===== src/rtl/uart_byte_tx_if.sv =====
// Byte handshake between the console checker and the UART transmitter.
// The checker drives the request and data byte. The transmitter drives the
// serial line and its status.
interface uart_byte_tx_if;
    logic       tx_start;
    logic [7:0] w_data;
    logic       tx;
    logic       tx_ready;
    logic       tx_done_tick;

    // Checker side: issues bytes and watches the transmitter status.
    modport master (
        output tx_start,
        output w_data,
        input  tx,
        input  tx_ready,
        input  tx_done_tick
    );

    // Transmitter side: accepts bytes and drives the line.
    modport slave (
        input  tx_start,
        input  w_data,
        output tx,
        output tx_ready,
        output tx_done_tick
    );
endinterface


===== src/rtl/uart_byte_tx.sv =====
// Asynchronous serial transmitter.
// Each accepted byte is sent as one frame: a start bit, DBIT data bits
// (LSB first), an optional parity bit, and STOP_BITS stop bits.
// Each bit lasts CLK_FREQ/BAUD clocks. The line output is registered.
module uart_byte_tx #(
    parameter int unsigned CLK_FREQ  = 12_000_000,
    parameter int unsigned BAUD      = 9600,
    parameter int unsigned DBIT      = 8,
    parameter int unsigned PARITY    = 0,
    parameter int unsigned STOP_BITS = 1
) (
    input  logic           clk,
    input  logic           reset,
    uart_byte_tx_if.slave  s_if
);

    localparam int unsigned CLKS_PER_BIT = CLK_FREQ / BAUD;
    localparam int unsigned TMR_W        = (CLKS_PER_BIT > 1) ? $clog2(CLKS_PER_BIT) : 1;
    localparam int unsigned BIT_W        = (DBIT > 1) ? $clog2(DBIT) : 1;

    localparam logic [TMR_W-1:0] TMR_LOAD  = TMR_W'(CLKS_PER_BIT - 1);
    localparam logic [BIT_W-1:0] DATA_LAST = BIT_W'(DBIT - 1);
    localparam logic [BIT_W-1:0] STOP_LAST = BIT_W'(STOP_BITS - 1);
    localparam logic             PAR_ODD   = (PARITY == 1);
    localparam logic             PAR_EN    = (PARITY != 0);

    // Reject build options the datapath cannot honour.
    if (CLKS_PER_BIT < 2) begin : g_bad_rate
        $error("uart_byte_tx: CLK_FREQ/BAUD must be at least 2");
    end
    if (DBIT < 5 || DBIT > 8) begin : g_bad_dbit
        $error("uart_byte_tx: DBIT must be in 5..8");
    end
    if (PARITY > 2) begin : g_bad_parity
        $error("uart_byte_tx: PARITY must be 0, 1 or 2");
    end
    if (STOP_BITS < 1 || STOP_BITS > 2) begin : g_bad_stop
        $error("uart_byte_tx: STOP_BITS must be 1 or 2");
    end

    typedef enum logic [2:0] {
        S_IDLE   = 3'd0,
        S_START  = 3'd1,
        S_DATA   = 3'd2,
        S_PARITY = 3'd3,
        S_STOP   = 3'd4
    } state_t;

    state_t            r_state;
    logic [TMR_W-1:0]  r_timer;
    logic [BIT_W-1:0]  r_bit_cnt;
    logic [DBIT-1:0]   r_shift;
    logic              r_parity;
    logic              r_tx;
    logic              r_tx_ready;
    logic              r_tx_done_tick;

    logic [DBIT-1:0]   w_data_bits;
    logic              w_parity;
    logic              w_bit_end;

    // Data bits of the request and the parity bit the frame will carry.
    assign w_data_bits = s_if.w_data[DBIT-1:0];
    assign w_parity    = (^w_data_bits) ^ PAR_ODD;

    // The bit timer counts down, so it reaches zero on the last clock of a bit.
    assign w_bit_end   = (r_timer == '0);

    // Frame sequencer: bit timing, bit counting, shifting and the line driver.
    always_ff @(posedge clk) begin
        if (!reset) begin
            r_state        <= S_IDLE;
            r_timer        <= '0;
            r_bit_cnt      <= '0;
            r_shift        <= '0;
            r_parity       <= 1'b0;
            r_tx           <= 1'b1;
            r_tx_ready     <= 1'b1;
            r_tx_done_tick <= 1'b0;
        end else begin
            r_tx_done_tick <= 1'b0;

            case (r_state)
                S_IDLE: begin
                    r_tx       <= 1'b1;
                    r_tx_ready <= 1'b1;
                    if (s_if.tx_start) begin
                        // Capture the byte now. Later changes on w_data cannot reach the frame.
                        r_shift    <= w_data_bits;
                        r_parity   <= w_parity;
                        r_timer    <= TMR_LOAD;
                        r_bit_cnt  <= '0;
                        r_tx       <= 1'b0;
                        r_tx_ready <= 1'b0;
                        r_state    <= S_START;
                    end
                end

                S_START: begin
                    if (w_bit_end) begin
                        r_timer <= TMR_LOAD;
                        r_tx    <= r_shift[0];
                        r_shift <= r_shift >> 1;
                        r_state <= S_DATA;
                    end else begin
                        r_timer <= r_timer - TMR_W'(1);
                    end
                end

                S_DATA: begin
                    if (w_bit_end) begin
                        r_timer <= TMR_LOAD;
                        if (r_bit_cnt == DATA_LAST) begin
                            // The bit counter is reused to count stop bits.
                            r_bit_cnt <= '0;
                            if (PAR_EN) begin
                                r_tx    <= r_parity;
                                r_state <= S_PARITY;
                            end else begin
                                r_tx    <= 1'b1;
                                r_state <= S_STOP;
                            end
                        end else begin
                            r_bit_cnt <= r_bit_cnt + BIT_W'(1);
                            r_tx      <= r_shift[0];
                            r_shift   <= r_shift >> 1;
                        end
                    end else begin
                        r_timer <= r_timer - TMR_W'(1);
                    end
                end

                S_PARITY: begin
                    if (w_bit_end) begin
                        r_timer <= TMR_LOAD;
                        r_tx    <= 1'b1;
                        r_state <= S_STOP;
                    end else begin
                        r_timer <= r_timer - TMR_W'(1);
                    end
                end

                S_STOP: begin
                    if (w_bit_end) begin
                        if (r_bit_cnt == STOP_LAST) begin
                            // Ready and done rise together. A start in this cycle is accepted.
                            r_timer        <= '0;
                            r_bit_cnt      <= '0;
                            r_tx           <= 1'b1;
                            r_tx_ready     <= 1'b1;
                            r_tx_done_tick <= 1'b1;
                            r_state        <= S_IDLE;
                        end else begin
                            r_timer   <= TMR_LOAD;
                            r_bit_cnt <= r_bit_cnt + BIT_W'(1);
                        end
                    end else begin
                        r_timer <= r_timer - TMR_W'(1);
                    end
                end

                default: begin
                    r_state    <= S_IDLE;
                    r_tx       <= 1'b1;
                    r_tx_ready <= 1'b1;
                end
            endcase
        end
    end

    // The outputs are driven directly from the registers.
    assign s_if.tx           = r_tx;
    assign s_if.tx_ready     = r_tx_ready;
    assign s_if.tx_done_tick = r_tx_done_tick;

endmodule


===== src/flat_wrapper.sv =====
// flat-port wrapper written by rule: the top's interface ports become plain ports
module uart_byte_tx_flat 
#(
    parameter int unsigned CLK_FREQ  = 12_000_000,
    parameter int unsigned BAUD      = 9600,
    parameter int unsigned DBIT      = 8,
    parameter int unsigned PARITY    = 0,
    parameter int unsigned STOP_BITS = 1
)
  (clk, reset, s_if_tx_start, s_if_w_data, s_if_tx, s_if_tx_ready, s_if_tx_done_tick);
  uart_byte_tx_if s_if_i ();
  input  logic clk;
  input  logic reset;
  input wire logic [$bits(s_if_i.tx_start)-1:0] s_if_tx_start;
  input wire logic [$bits(s_if_i.w_data)-1:0] s_if_w_data;
  output wire logic [$bits(s_if_i.tx)-1:0] s_if_tx;
  output wire logic [$bits(s_if_i.tx_ready)-1:0] s_if_tx_ready;
  output wire logic [$bits(s_if_i.tx_done_tick)-1:0] s_if_tx_done_tick;
  assign s_if_i.tx_start = s_if_tx_start;
  assign s_if_i.w_data = s_if_w_data;
  assign s_if_tx = s_if_i.tx;
  assign s_if_tx_ready = s_if_i.tx_ready;
  assign s_if_tx_done_tick = s_if_i.tx_done_tick;
  uart_byte_tx #(.CLK_FREQ(CLK_FREQ), .BAUD(BAUD), .DBIT(DBIT), .PARITY(PARITY), .STOP_BITS(STOP_BITS)) u_core (.clk(clk), .reset(reset), .s_if(s_if_i));
endmodule

===== config.mk =====
export PLATFORM = sky130hd
export DESIGN_NAME = uart_byte_tx_flat
export DESIGN_NICKNAME = d
export VERILOG_FILES = /design/src/rtl/uart_byte_tx_if.sv /design/src/rtl/uart_byte_tx.sv /design/src/flat_wrapper.sv
export SDC_FILE = /design/constraint.sdc
export NUM_CORES = 1
export LEC_CHECK = 0
export ABC_AREA = 1
export CAP_MARGIN = 10
export CORE_MARGIN = 2
export CORE_UTILIZATION = 55
export DETAILED_ROUTE_END_ITERATION = 10
export GPL_TIMING_DRIVEN = 0
export PLACE_DENSITY = 0.8
export SETUP_SLACK_MARGIN = 0.05
export SLEW_MARGIN = 15
export SYNTH_ARGS = -nofsm -noshare
export SYNTH_HDL_FRONTEND = slang
export SYNTH_SLANG_ARGS = --single-unit

===== constraint.sdc =====
create_clock -name clk -period 2.2 [get_ports clk]
set_input_delay 0.44 -clock clk [delete_from_list [all_inputs] [get_ports clk]]
set_output_delay 0.44 -clock clk [all_outputs]
set_load 0.01 [all_outputs]

==> flow_summary.toml <==
[worst_setup_path]
crit_type = "register to register"
data_required_time_of_the_critical_path_ns = 2.43
timing.critical_path.to_type = "register"
cpMaxStageDelayCell = "dfxtp_1"
timing.critical_path.cells = "inv_1, ha_1, nand2_1, nor2_2, nand3_4, nand2_2, nand2_2, nor2_8, inv_2, nor2_1, nor2_1"
path_max_fanout = 9
cp-start-kind = "register"
cp.buffers_inverters = 2
cpPeakStageDelay_ns = 0.34
cp_top_family = "simple AND/OR/NAND/NOR gates"
critical_path_arrival_ns = 1.96

[synth]
synthDistinctLibCells = 31
synth.top_cell.area_share = 0.351
syn_inst = 227
netlist.top_cell.by_area = "dfxtp_1"
synth-warning-count = 0
synthTopCellsByArea = "dfxtp_1 (35%), nand2_1 (11%), nor2_1 (9.6%)"
yosys_register_bits = 28
synthesis.area_um2 = 1600
mappedNetlistNets = 242
syn_avg_cell_area_um2 = 7.04
synth-seq-area-share = 0.351

[final_layout]
nNetsFinal = 260
final_layout_size_suffix_gt1_frac = 0.148
fillers = 253
antenna-diode-count = 0
layout.cells.most_common = "nand2_1"
finalCoreUtilization = 0.649
layout.cells.most_common_list = "nand2_1 (46), nor2_1 (41), dfxtp_1 (28), inv_1 (20), o21ai_0 (18)"
area_delta_synth_final_pct = 12.0

[route]
routed_wire_length_per_instance_um = 11.0
drt.antenna.violating_nets = 0
drc = 0
detail_route.first_pass.iterations = 4
finalWirelength_mm = 3.01
routed_via_density = 5.15
initialDrtViolationCount = 64
detailroute.via_count = 1411

[sta]
timing.final.crit_share = 0.785
clock.fmax_ghz = 0.579
setup_repair_after_global_routing_missed_its_margin = "false"
final.setup.worst_slack_ns = 0.472
report.final.setup_viol = 0
fin_tns_setup_ns = 0
timing.final.crit_period_ns = 1.73
hold_viol = 0
final.setup_skew_ns = 0.00320
worstMarginPinSlew_ns = 0.452
slew_viol_final = 0
worst_rel_slew_slack = 0.699

[clock_network]
clk_pin_slew_ns = 0.15
number_of_buffers_added_by_the_clock_tree_synthesis_step = 3
number_of_sinks_driven_by_the_clock_tree = 28
cts.htree.levels = 1
post_cts_resize_count = 0
clk_root_buffer_cell = "clkbuf_4"
clkLatencyLatePin_ns = 0.32
max-clock-path-buffers = 2
postCtsHoldBufs = 0
cts_setup_buffers = 0
tritoncts = "built"

[die]
num_rows = 19
total_die_area_um2 = 3350
coreArea_um2 = 2760
initial_core_util = 0.579
chipWidth_um = 57.9
floorplan.io_pins = 14
die_span_y_um = 57.9

[grt]
grt_use_met3 = 0.0268
antenna_violations_before_repair = 0
top_usage_layer = "met2"
via_count_of_the_first_global_routing_pass = 1249
grt.met2_usage = 0.308
maximum_number_of_pins_on_one_net_before_global_route_repair = 15
grt_util_all_layers = 0.197
globalRouteOverflowTotal = 0
gr_util_met1 = 0.282
grt_pass1_wl_mm = 5.27

[place]
dpl_worst_slack_ns = 0.375
portBuffers = 13
finalWeightedCongestion = 0.840
dpl.hpwl_mm = 2.32

[outcome]
status = "finished clean"

[run]
drv.max_cap_violation_count = 0

[hold_path]
hp-class = "register to register"

[power_and_ir_drop]
power.ir.vdd_worst_mv = 0.959
p_leak_uw = 0.000827
cellPowerDensity_nw_per_um2 = 1560
==> cells in the mapped netlist, drive strengths merged <==
master and instances:
and3 1, nor3b 1, xor2 4, nand2 51, o21ai 20, a21oi 10
and2 1, dfxtp 28, nor2 47, nand4 7, a21boi 1, nor3 3
nand3 10, inv 29, xnor2 1, ha 4, mux2 7, or2 1
clkbuf 1
==> sequential cells by signal, indices dropped and copies added (netlist names) <==
name and flops:
u_core.r_timer 11, u_core.s_if.tx_ready 1, u_core.s_if.tx_done_tick 1, u_core.r_state 3, u_core.r_shift 8, u_core.s_if.tx 1
u_core.r_bit_cnt 3
==> cell type report <==
class / count / area (µm²) / share of cell area
buffer: 1 / 3.75 / 0.00210
clock buffer: 3 / 22.5 / 0.0126
inverter: 29 / 111 / 0.0622
multi-input combinational: 169 / 922 / 0.515
sequential: 28 / 561 / 0.313
tap: 31 / 38.8 / 0.0217
timing repair buffer: 13 / 130 / 0.0727
==> power by group <==
part	internal (µW)	total [µW]	switching, µW
combinational	668	1730	1060
sequential	714	857	143
clock	64.0	208	144
total	1450	2790	1340
==> worst paths after layout <==
check                            startpoint  cells past startpoint  slack (ns)                              to
max reg2reg  u_core.r_timer[0]$_SDFFE_PN0P_                     11        0.47  u_core.r_shift[1]$_SDFFE_PN0P_
min          u_core.r_timer[0]$_SDFFE_PN0P_                      2        0.48  u_core.r_timer[0]$_SDFFE_PN0P_
min reg2reg  u_core.r_timer[0]$_SDFFE_PN0P_                      2        0.48  u_core.r_timer[0]$_SDFFE_PN0P_
max          u_core.r_timer[0]$_SDFFE_PN0P_                     11        0.47  u_core.r_shift[1]$_SDFFE_PN0P_
==> worst reg2reg max path, stage by stage (launching register included) <==
cell and delay (ns):
dfxtp_1 0.34, inv_1 0.10, ha_1 0.20, nand2_1 0.08, nor2_2 0.17, nand3_4 0.15, nand2_2 0.11, nand2_2 0.08
nor2_8 0.13, inv_2 0.10, nor2_1 0.12, nor2_1 0.05
==> cells by family (layout without fill, tap and decap cells) <==
group	count (synthesis)	after routing	share of synthesized area
muxes	7	7	0.0493
DFF	28	28	0.351
xor gates and xnor gates	5	5	0.0274
buffers and inverters	30	46	0.0720
AOI/OAI and AO/OA	31	31	0.101
adders and majority gates	4	4	0.0313
and+or+nand+nor	122	122	0.368
==> routing by layer <==
layer | part of all wire | vias up
met3 | 0.029 | 4
met4 | 0.012 | 0
met1 | 0.52 | 625
met5 | 0 | -
met2 | 0.44 | 20
li1 | - | 762
==> through the flow <==
stage / instances / total power (µW) / hold WS (ns) / instance area [µm²]
6_report: 274 / 2790 / 0.480 / 1790
5_1_grt: 274 / 3120 / 0.496 / 1790
4_1_cts: 274 / 2800 / 0.484 / 1790
3_5_place_dp: 271 / 2590 / 0.464 / 1770
3_3_place_gp: 271 / 2560 / 0.451 / 1770
2_1_floorplan: 227 / 2250 / 0.444 / 1600
(Power assumes the default switching activity.)
